[src/rtl/wallace_mul_pipe.sv]
// Purpose : pipelined WIDTH x WIDTH Wallace-tree multiplier; each operand is
//           signed or unsigned per beat; optional running accumulator.
// Latency : 3 cycles (operand reg -> carry-save reduction reg -> final add reg).
// Backpr. : one global enable adv = !out_valid || out_ready stalls every stage;
//           in_ready = adv (combinational from out_valid/out_ready only).
//
// Ports:
//   clk, rst_n           clock, async active-low reset
//   in_valid/in_ready    operand beat handshake
//   a, b                 operands (WIDTH bits)
//   a_signed, b_signed   per-operand two's complement flags
//   acc_clr              restart the running sum with this beat   (ACC only)
//   out_valid/out_ready  result handshake
//   p                    2*WIDTH product (signed if either flag set)
//   acc                  ACC_W running sum of products            (ACC only)
// Optional accumulator: define WALLACE_MUL_ACC_EN.
module wallace_mul_pipe #(
  parameter int WIDTH = 8
`ifdef WALLACE_MUL_ACC_EN
  , parameter int ACC_W = 2*WIDTH+8
`endif
) (
  input  logic               clk,
  input  logic               rst_n,
  input  logic               in_valid,
  output logic               in_ready,
  input  logic [WIDTH-1:0]   a,
  input  logic [WIDTH-1:0]   b,
  input  logic               a_signed,
  input  logic               b_signed,
`ifdef WALLACE_MUL_ACC_EN
  input  logic               acc_clr,
`endif
  output logic               out_valid,
  input  logic               out_ready,
  output logic [2*WIDTH-1:0] p
`ifdef WALLACE_MUL_ACC_EN
  , output logic [ACC_W-1:0] acc
`endif
);

  // Number of 3:2 compression layers needed to bring r rows down to two.
  function automatic int csa_levels(input int rows_in);
    int r;
    int l;
    r = rows_in;
    l = 0;
    while (r > 2) begin
      r = (r / 3) * 2 + (r % 3);
      l = l + 1;
    end
    return l;
  endfunction

  localparam int N      = WIDTH + 1;     // extended operand width
  localparam int PW     = 2 * WIDTH;     // product width
  localparam int ROWS   = N + 1;         // N partial-product rows + constant row
  localparam int LEVELS = csa_levels(ROWS);

  logic adv;
  assign adv      = !out_valid || out_ready;
  assign in_ready = adv;

  // ---------------- S1: extended operands ----------------
  logic         v1;
  logic [N-1:0] a1;
  logic [N-1:0] b1;
`ifdef WALLACE_MUL_ACC_EN
  logic         sgn1;
  logic         clr1;
`endif

  // ---------------- S2: Wallace reduction ----------------
  // Both extended operands are treated as N-bit two's complement values, so a
  // single Baugh-Wooley array covers all four sign combinations: partial
  // products that involve exactly one operand MSB are inverted, and the
  // constant 2^N completes the correction (its other terms fall above PW).
  logic [PW-1:0] csa_cur [ROWS];
  logic [PW-1:0] csa_nxt [ROWS];
  logic [N-1:0]  pp_row;
  logic [PW-1:0] sum_row;
  logic [PW-1:0] carry_row;
  int            csa_cnt;
  int            csa_grp;
  int            csa_rem;

  always_comb begin
    csa_cur = '{default: '0};
    csa_nxt = '{default: '0};
    pp_row  = '0;
    csa_cnt = ROWS;
    csa_grp = 0;
    csa_rem = 0;

    for (int i = 0; i < N; i++) begin
      for (int j = 0; j < N; j++) begin
        if ((i == N-1) != (j == N-1))
          pp_row[j] = ~(a1[i] & b1[j]);
        else
          pp_row[j] = a1[i] & b1[j];
      end
      csa_cur[i] = PW'(pp_row) << i;
    end
    csa_cur[N] = PW'(1) << N;

    // Layered 3:2 compression; leftover rows pass through to the next layer.
    // Columns with a constant-zero input collapse to half adders.
    for (int l = 0; l < LEVELS; l++) begin
      csa_nxt = '{default: '0};
      csa_grp = csa_cnt / 3;
      csa_rem = csa_cnt - 3 * csa_grp;
      for (int g = 0; g < ROWS / 3; g++) begin
        if (g < csa_grp) begin
          csa_nxt[2*g]   = csa_cur[3*g] ^ csa_cur[3*g+1] ^ csa_cur[3*g+2];
          csa_nxt[2*g+1] = ((csa_cur[3*g]   & csa_cur[3*g+1]) |
                            (csa_cur[3*g]   & csa_cur[3*g+2]) |
                            (csa_cur[3*g+1] & csa_cur[3*g+2])) << 1;
        end
      end
      for (int r = 0; r < 2; r++) begin
        if (r < csa_rem)
          csa_nxt[2*csa_grp+r] = csa_cur[3*csa_grp+r];
      end
      csa_cur = csa_nxt;
      csa_cnt = 2 * csa_grp + csa_rem;
    end

    sum_row   = csa_cur[0];
    carry_row = csa_cur[1];
  end

  logic          v2;
  logic [PW-1:0] sum2;
  logic [PW-1:0] carry2;
`ifdef WALLACE_MUL_ACC_EN
  logic          sgn2;
  logic          clr2;
`endif

  // ---------------- S3: carry-propagate add ----------------
  logic [PW-1:0] p_nxt;
  assign p_nxt = sum2 + carry2;

`ifdef WALLACE_MUL_ACC_EN
  logic [ACC_W-1:0] p_ext;
  assign p_ext = sgn2 ? ACC_W'($signed(p_nxt)) : ACC_W'(p_nxt);
`endif

  always_ff @(posedge clk or negedge rst_n) begin
    if (!rst_n) begin
      v1        <= 1'b0;
      a1        <= '0;
      b1        <= '0;
      v2        <= 1'b0;
      sum2      <= '0;
      carry2    <= '0;
      out_valid <= 1'b0;
      p         <= '0;
`ifdef WALLACE_MUL_ACC_EN
      sgn1      <= 1'b0;
      clr1      <= 1'b0;
      sgn2      <= 1'b0;
      clr2      <= 1'b0;
      acc       <= '0;
`endif
    end else if (adv) begin
      v1        <= in_valid;
      a1        <= {a_signed & a[WIDTH-1], a};
      b1        <= {b_signed & b[WIDTH-1], b};
      v2        <= v1;
      sum2      <= sum_row;
      carry2    <= carry_row;
      out_valid <= v2;
`ifdef WALLACE_MUL_ACC_EN
      sgn1      <= a_signed | b_signed;
      clr1      <= acc_clr;
      sgn2      <= sgn1;
      clr2      <= clr1;
`endif
      // Bubbles leave p (and acc) untouched so the running sum only sees real beats.
      if (v2) begin
        p <= p_nxt;
`ifdef WALLACE_MUL_ACC_EN
        acc <= (clr2 ? '0 : acc) + p_ext;
`endif
      end
    end
  end

endmodule

[config.mk]
export PLATFORM = sky130hd
export DESIGN_NAME = wallace_mul_pipe
export DESIGN_NICKNAME = d
export VERILOG_FILES = /design/src/rtl/wallace_mul_pipe.sv
export SDC_FILE = /design/constraint.sdc
export NUM_CORES = 1
export LEC_CHECK = 0
export CORE_MARGIN = 1
export CORE_UTILIZATION = 59
export CTS_CLUSTER_SIZE = 10
export DETAILED_ROUTE_END_ITERATION = 8
export PLACE_DENSITY = 0.81
export SLEW_MARGIN = 20
export SYNTH_ARGS = -nofsm -noshare
export SYNTH_HDL_FRONTEND = slang
export SYNTH_SLANG_ARGS = --single-unit
[constraint.sdc]
create_clock -name clk -period 4.67 [get_ports clk]
set_clock_uncertainty 0.05 [all_clocks]
set_input_delay 0.934 -clock clk [delete_from_list [all_inputs] [get_ports clk]]
set_output_delay 0.934 -clock clk [all_outputs]
set_load 0.005 [all_outputs]
==> results of run 1 <==
==> worst register-to-register path: stages (launching register included) <==
cell     delay, ps
dfrtp_1        500
and2_1         230
fa_1           540
inv_1           60
fa_1           450
fa_1           510
inv_1           50
fa_1           450
ha_1           280
mux2_2         260
==> state kept, by name, summed over array words and instances, names as in the netlist <==
register   cells
a1             9
b1             9
carry2        10
out_valid      1
p             16
sum2          16
v1             1
v2             1
==> cell type report <==
class	count	area, µm²
clock buffer	9	124
sequential	63	1580
clock inverter	7	71.3
timing repair buffer	41	400
tap	102	128
multi-input combinational	291	2870
fill	566	2350
inverter	56	210
==> Yosys cell counts, types with 3 or more instances <==
master    number  share of area (%)
xnor2_1        3               0.56
buf_2          6               0.64
nor2_1         5               0.40
o21a_1         3               0.48
o21ai_0       14                1.5
nand2_1       45                3.6
nand3_1        5               0.53
nand2b_1       3               0.40
clkbuf_1      12               0.95
mux2_2        44                 10
a21oi_1        6               0.64
inv_1         56                4.4
fa_1          51                 22
and2_1        49                6.5
ha_1          35                9.3
xor2_1         6                1.1
dfrtp_1       63                 33
==> worst paths after layout <==
| kind | start | to | slack, ps | depth (start not counted) |
|---|---|---|---|---|
| setup / recovery | b1[4] | sum2[10] | 1160 | 9 |
| hold / removal | p[0] | p[0] | 440 | 2 |
| setup reg to reg | b1[4] | sum2[10] | 1160 | 9 |
| hold reg to reg | p[0] | p[0] | 440 | 2 |
| max in group asynchronous | rst_n | a1[6] | 3340 | 2 |
| min in group asynchronous | rst_n | p[3] | 710 | 2 |
==> cell families after synthesis <==
kind of cell | after synthesis
buffers and inverters | 74
muxes | 44
xor gates and xnor gates | 9
and+or+nand+nor | 116
AOI/OAI and AO/OA | 36
adders and majority gates | 86
DFF | 63
==> where the power goes <==
group / internal [mW] / switching [mW] / leakage (nW)
logic: 1.30 / 1.23 / 1.65
clock network: 0.247 / 0.230 / 0.103
registers: 0.785 / 0.176 / 0.761
==> per-stage QoR <==
step	power (mW)	instances	hold slack [ps]	util (%)
floorplan	2.80	428	417	-
global placement	3.41	553	415	67.0
detailed placement	3.55	553	424	67.0
CTS	4.05	569	441	69.6
global route	4.46	569	462	69.6
finish	3.97	569	440	69.6
==> routing by layer <==
| layer | up-vias | wire length [µm] | track usage [%] |
|---|---|---|---|
| li1 | 1432 | - | - |
| met1 | 1561 | 3700 | 30.8 |
| met2 | 65 | 4490 | 39.8 |
| met3 | 17 | 297 | 4.77 |
| met4 | 0 | 171 | 7.28 |
| met5 | - | 0 | 0 |
==> impl_metrics.tcl, run 1 <==
set metrics [dict create \
    outcome "complete, no violations" \
    vias_per_cell 5.40 \
    ys_seq_area_share_pct 33.4 \
    synth_cell_types 34 \
    coreArea_um2 7730 \
    worst_pin_slew_ps 878 \
    grt_max_degree 64 \
    synth-simple-area-share_pct 12.7 \
    synth_top_family_by_area "adder cells" \
    path_delay_family "adder cells" \
    end_kind "flop" \
    design_area_um2 5380 \
    cts_root_buf "clkbuf_8" \
    worst_hold_path_type "reg2reg" \
    die-area_um2 8370 \
    cts_sinks 63 \
    relSlewSlack_pct 41.3 \
    hold_violations 0 \
    htreeDepth 3 \
    synth_compound_area_share_pct 4.82 \
    clockBufferDepth 2 \
    place_area_um2 5180 \
    dpl_worst_slack_ps 1150 \
    irDropWorstVdd_v 0.000528 \
    p_leak_nw 2.51 \
    critPathMaxFanout 10 \
    grt_pass1_vias 3320 \
    required_ps 4830 \
    synth.net_count 536 \
    insertion_delay_ps 340 \
    numPortBuffers 39 \
    synth_edf_count 0 \
    dp_hpwl_um 6460 \
    timing.fmax_mhz 285 \
    cts_resized 0 \
    cp_num_buf_inv 2 \
    syn-instance-count 428 \
    maxSlewViolCount 0 \
    setup_tns_ps 0 \
    cts_buffers 9 \
    nets 570 \
    cts_tree "yes" \
    grt_usage_pct 23.6 \
    p_per_area_nw_per_um2 738 \
    syn_area_per_cell_um2 11.0 \
    initial_core_util_pct 61.1 \
    drc_errors 0 \
    muxShareOfSynthArea_pct 10.5 \
    final_common_cell "dfrtp_1" \
    synth_ff_type "dfrtp_1" \
    yosys.area_share.xor_xnor_pct 1.67 \
    synth-seq-cells 63 \
    crit_slowest_cell "fa_1" \
    fin_crit_sh_pct 75.2 \
    syn_area_um2 4720 \
    fp-row-count 32 \
    drtAntennaViolNets 0 \
    finalSetupViolations 0 \
    worstPathCellList "and2_1 -> fa_1 -> inv_1 -> fa_1 -> fa_1 -> inv_1 -> fa_1 -> ha_1 -> mux2_2" \
    crit_top_cell "fa_1" \
    grt_pass1_wl_um 15400 \
    cts_hold_buf 0 \
    num_io_pins 40 \
    dr.pass1.iters 4 \
    clk_pin_slew_worst_paths_ps 80 \
    drive_gt1_share_pct 14.6 \
    vias 3075 \
    gp_congestion 0.846 \
    yosys.area_share.adder_pct 30.9 \
    async_flop_share_pct 100 \
    cp.arrival_ps 3680 \
    dieHeight_um 91.5 \
    area_growth_pct 13.8 \
    yosys_warnings 0 \
    gr-total-overflow 0 \
    setup_slack_ps 1160 \
    crit_type "reg2reg" \
    maxCapViolCount 0 \
    final_cell_mix "dfrtp_1 (63), inv_1 (56), fa_1 (51)" \
    first_iter_violations 103 \
    wl_um 8660 \
    num_antenna_cells 0 \
    antenna_found_initial 0 \
    grt_setup_unrepaired "false" \
    fin_crit_ps 3510 \
    startpoint_type "flop" \
    worst_path_largest_cell_delay_ps 540 \
    wl_per_cell_um 15.2 \
    fp.dieW_um 91.5 \
    cts_setup_buffers 0 \
]
Note: power is estimated with default switching activity, not from simulation.
==> inputs of run 2 (changes only) <==
==> constraint.sdc (replaced) <==
create_clock -name clk -period 3.26 [get_ports clk]
set_clock_uncertainty 0.05 [all_clocks]
set_input_delay 0.652 -clock clk [delete_from_list [all_inputs] [get_ports clk]]
set_output_delay 0.652 -clock clk [all_outputs]
set_load 0.005 [all_outputs]
==> run 2 against run 1 <==
Effect of this change: the run now ends with negative setup slack left; via count grew 5.9%; combinational power grew 82%; non-clock buffer count grew 36; sequential cell count is the same; register-to-register slack lost 1300 ps; core utilization grew 6.5 points; cell count grew 6.3%; sequential power grew 40%; count of clock-buffer cells in the layout is the same; global-route usage grew 1.4 points; critical path type unchanged; largest cell class unchanged; largest power group unchanged.
==> impl_metrics.tcl, run 2 (synthesized netlist as in run 1, its figures left out) <==
set metrics [dict create \
    htreeDepth 3 \
    cts_hold_buf 0 \
    sequentialPowerShare_pct 20.5 \
    dr.pass1.iters 4 \
    grt_pass1_wl_um 16000 \
    fin_crit_sh_pct 105 \
    irDropWorstVdd_v 0.00100 \
    grt_max_degree 53 \
    p_per_area_nw_per_um2 1120 \
    wl_per_cell_um 16.1 \
    nets 606 \
    critPathMaxFanout 6 \
    setup_slack_ps -154 \
    antenna_found_initial 0 \
    die-area_um2 8370 \
    gp_congestion 0.843 \
    first_iter_violations 126 \
    numPortBuffers 39 \
    dr_wl_met2_um 5140 \
    insertion_delay_ps 360 \
    crit_slowest_cell "fa_2" \
    final_common_cell "dfrtp_1" \
    cts_sinks 63 \
    relSlewSlack_pct 56.4 \
    worst_path_largest_cell_delay_ps 570 \
    initial_core_util_pct 61.1 \
    cts_buffers 9 \
    drive_gt1_share_pct 34.2 \
    grt_setup_unrepaired "true" \
    hold_ws_ps 30.5 \
    total_power_mw 6.59 \
    swShare_pct 41.1 \
    routed-wl-met3_um 298 \
    crit_type "reg2reg" \
    end_kind "flop" \
    clk_pin_slew_worst_paths_ps 80 \
    fill_cells 499 \
    top_layer_used "met4" \
    outcome "finished, violations left" \
    p_switching_mw 2.71 \
    startpoint_type "flop" \
    worst_hold_path_type "in2async" \
    area_growth_pct 24.3 \
    clockBufferDepth 2 \
    cp.arrival_ps 3610 \
    final_cell_mix "dfrtp_1 (51), inv_1 (44), nand2_1 (43)" \
    vias 3256 \
    drtAntennaViolNets 0 \
    gr-total-overflow 0 \
    finalSetupViolations 12 \
    num_antenna_cells 0 \
    multi_input_area_um2 3060 \
    maxCapViolCount 0 \
    violations "negative setup slack" \
    met1_length_um 4200 \
    internal_power_mw 3.88 \
    timing.fmax_mhz 293 \
    coreArea_um2 7730 \
    setup_tns_ps -760 \
    worstPathCellList "and2_4 -> fa_2 -> inv_2 -> fa_2 -> fa_1 -> inv_1 -> fa_1 -> ha_2 -> mux2_4" \
    num_io_pins 40 \
    hold_violations 0 \
    final-seq-area_um2 1590 \
    dp_hpwl_um 7010 \
    combPwrFrac_pct 69.7 \
    fp-row-count 32 \
    wl_um 9750 \
    p_leak_nw 2.68 \
    drc_errors 0 \
    cts_root_buf "clkbuf_8" \
    maxSlewViolCount 0 \
    clkPwrFrac_pct 9.8 \
    fin_crit_ps 3410 \
    reg_top3 "p (16), sum2 (16), carry2 (10)" \
    cts_tree "yes" \
    required_ps 3450 \
    worst_pin_slew_ps 654 \
    fp.dieW_um 91.5 \
    grt_pass1_vias 3366 \
    utilization_pct 76.0 \
    vias_per_cell 5.38 \
    dieHeight_um 91.5 \
    grt_usage_pct 25.0 \
]
## run 2: cell types whose count changed in the layout (fill, tap and decap cells not counted), moves of 7 or more
| cell | previous run | this run |
|---|---|---|
| and2_1 | 49 | 33 |
| buf_6 | 0 | 10 |
| and2_4 | 0 | 16 |
| fa_2 | 0 | 15 |
| buf_4 | 2 | 27 |
| ha_1 | 35 | 25 |
| ha_4 | 0 | 7 |
| fa_1 | 51 | 36 |
| inv_1 | 56 | 44 |
| inv_2 | 0 | 12 |
| dfrtp_2 | 0 | 12 |
| dfrtp_1 | 63 | 51 |
## run 2: metrics by stage
step	instances	area, µm²	worst slack, ps
after floorplan	428	4770	-61.9
after global placement	577	5380	-117
after detailed placement	577	5380	-173
after CTS	603	5710	-136
after global routing	605	5870	-207
final	605	5870	-154
## run 2: power by group through the flow
stage / clock [mW] / combinational, mW / sequential, mW
finish: 0.645 / 4.60 / 1.35
global route: 0.692 / 5.23 / 1.39
CTS: 0.658 / 4.11 / 1.34
detailed placement: 0 / 3.86 / 1.35
global placement: 0 / 3.63 / 1.33
floorplan: 0 / 2.76 / 1.28
## run 2: area by class of cell
cell class	instances	share of cell area [%]
well taps	102	2.17
clock buffers	9	2.11
flip-flops and latches	63	27.1
inverters	56	3.58
clock inverters	7	0.937
repair buffers	77	12.0
multi-input cells	291	52.1
## run 2: what timing repair did
action	4_1_cts	5_1_grt
setup buffers	10	3
pin swaps	8	19
hold endpoints to repair	0	0
setup endpoints to repair	18	18
gates resized for setup	27	49
## run 2: final timing paths
check	startpoint	to	slack [ps]	depth (start not counted)
max reg2reg	b1[5]	sum2[10]	-150	9
min	rst_n	p[1]	30	1
min in group clk	p[0]	p[0]	430	2
max	b1[5]	sum2[10]	-150	9
min reg2reg	p[0]	p[0]	430	2
max in group asynchronous	rst_n	a1[8]	2370	2
## run 2: layer usage
metal | GRT usage (%) | vias to the layer above
li1 | - | 1511
met1 | 33.4 | 1673
met2 | 41.7 | 62
met3 | 6.20 | 10
met4 | 4.89 | 0
met5 | 0 | -
## run 2: critical path, delay by kind of cell (launching register included)
family	cells	cell delay [ps]
adder cells (fa/ha/maj)	5	2250
flip-flops	1	460
multiplexers	1	260
AND/OR/NAND/NOR	1	180
buffers and inverters	2	100
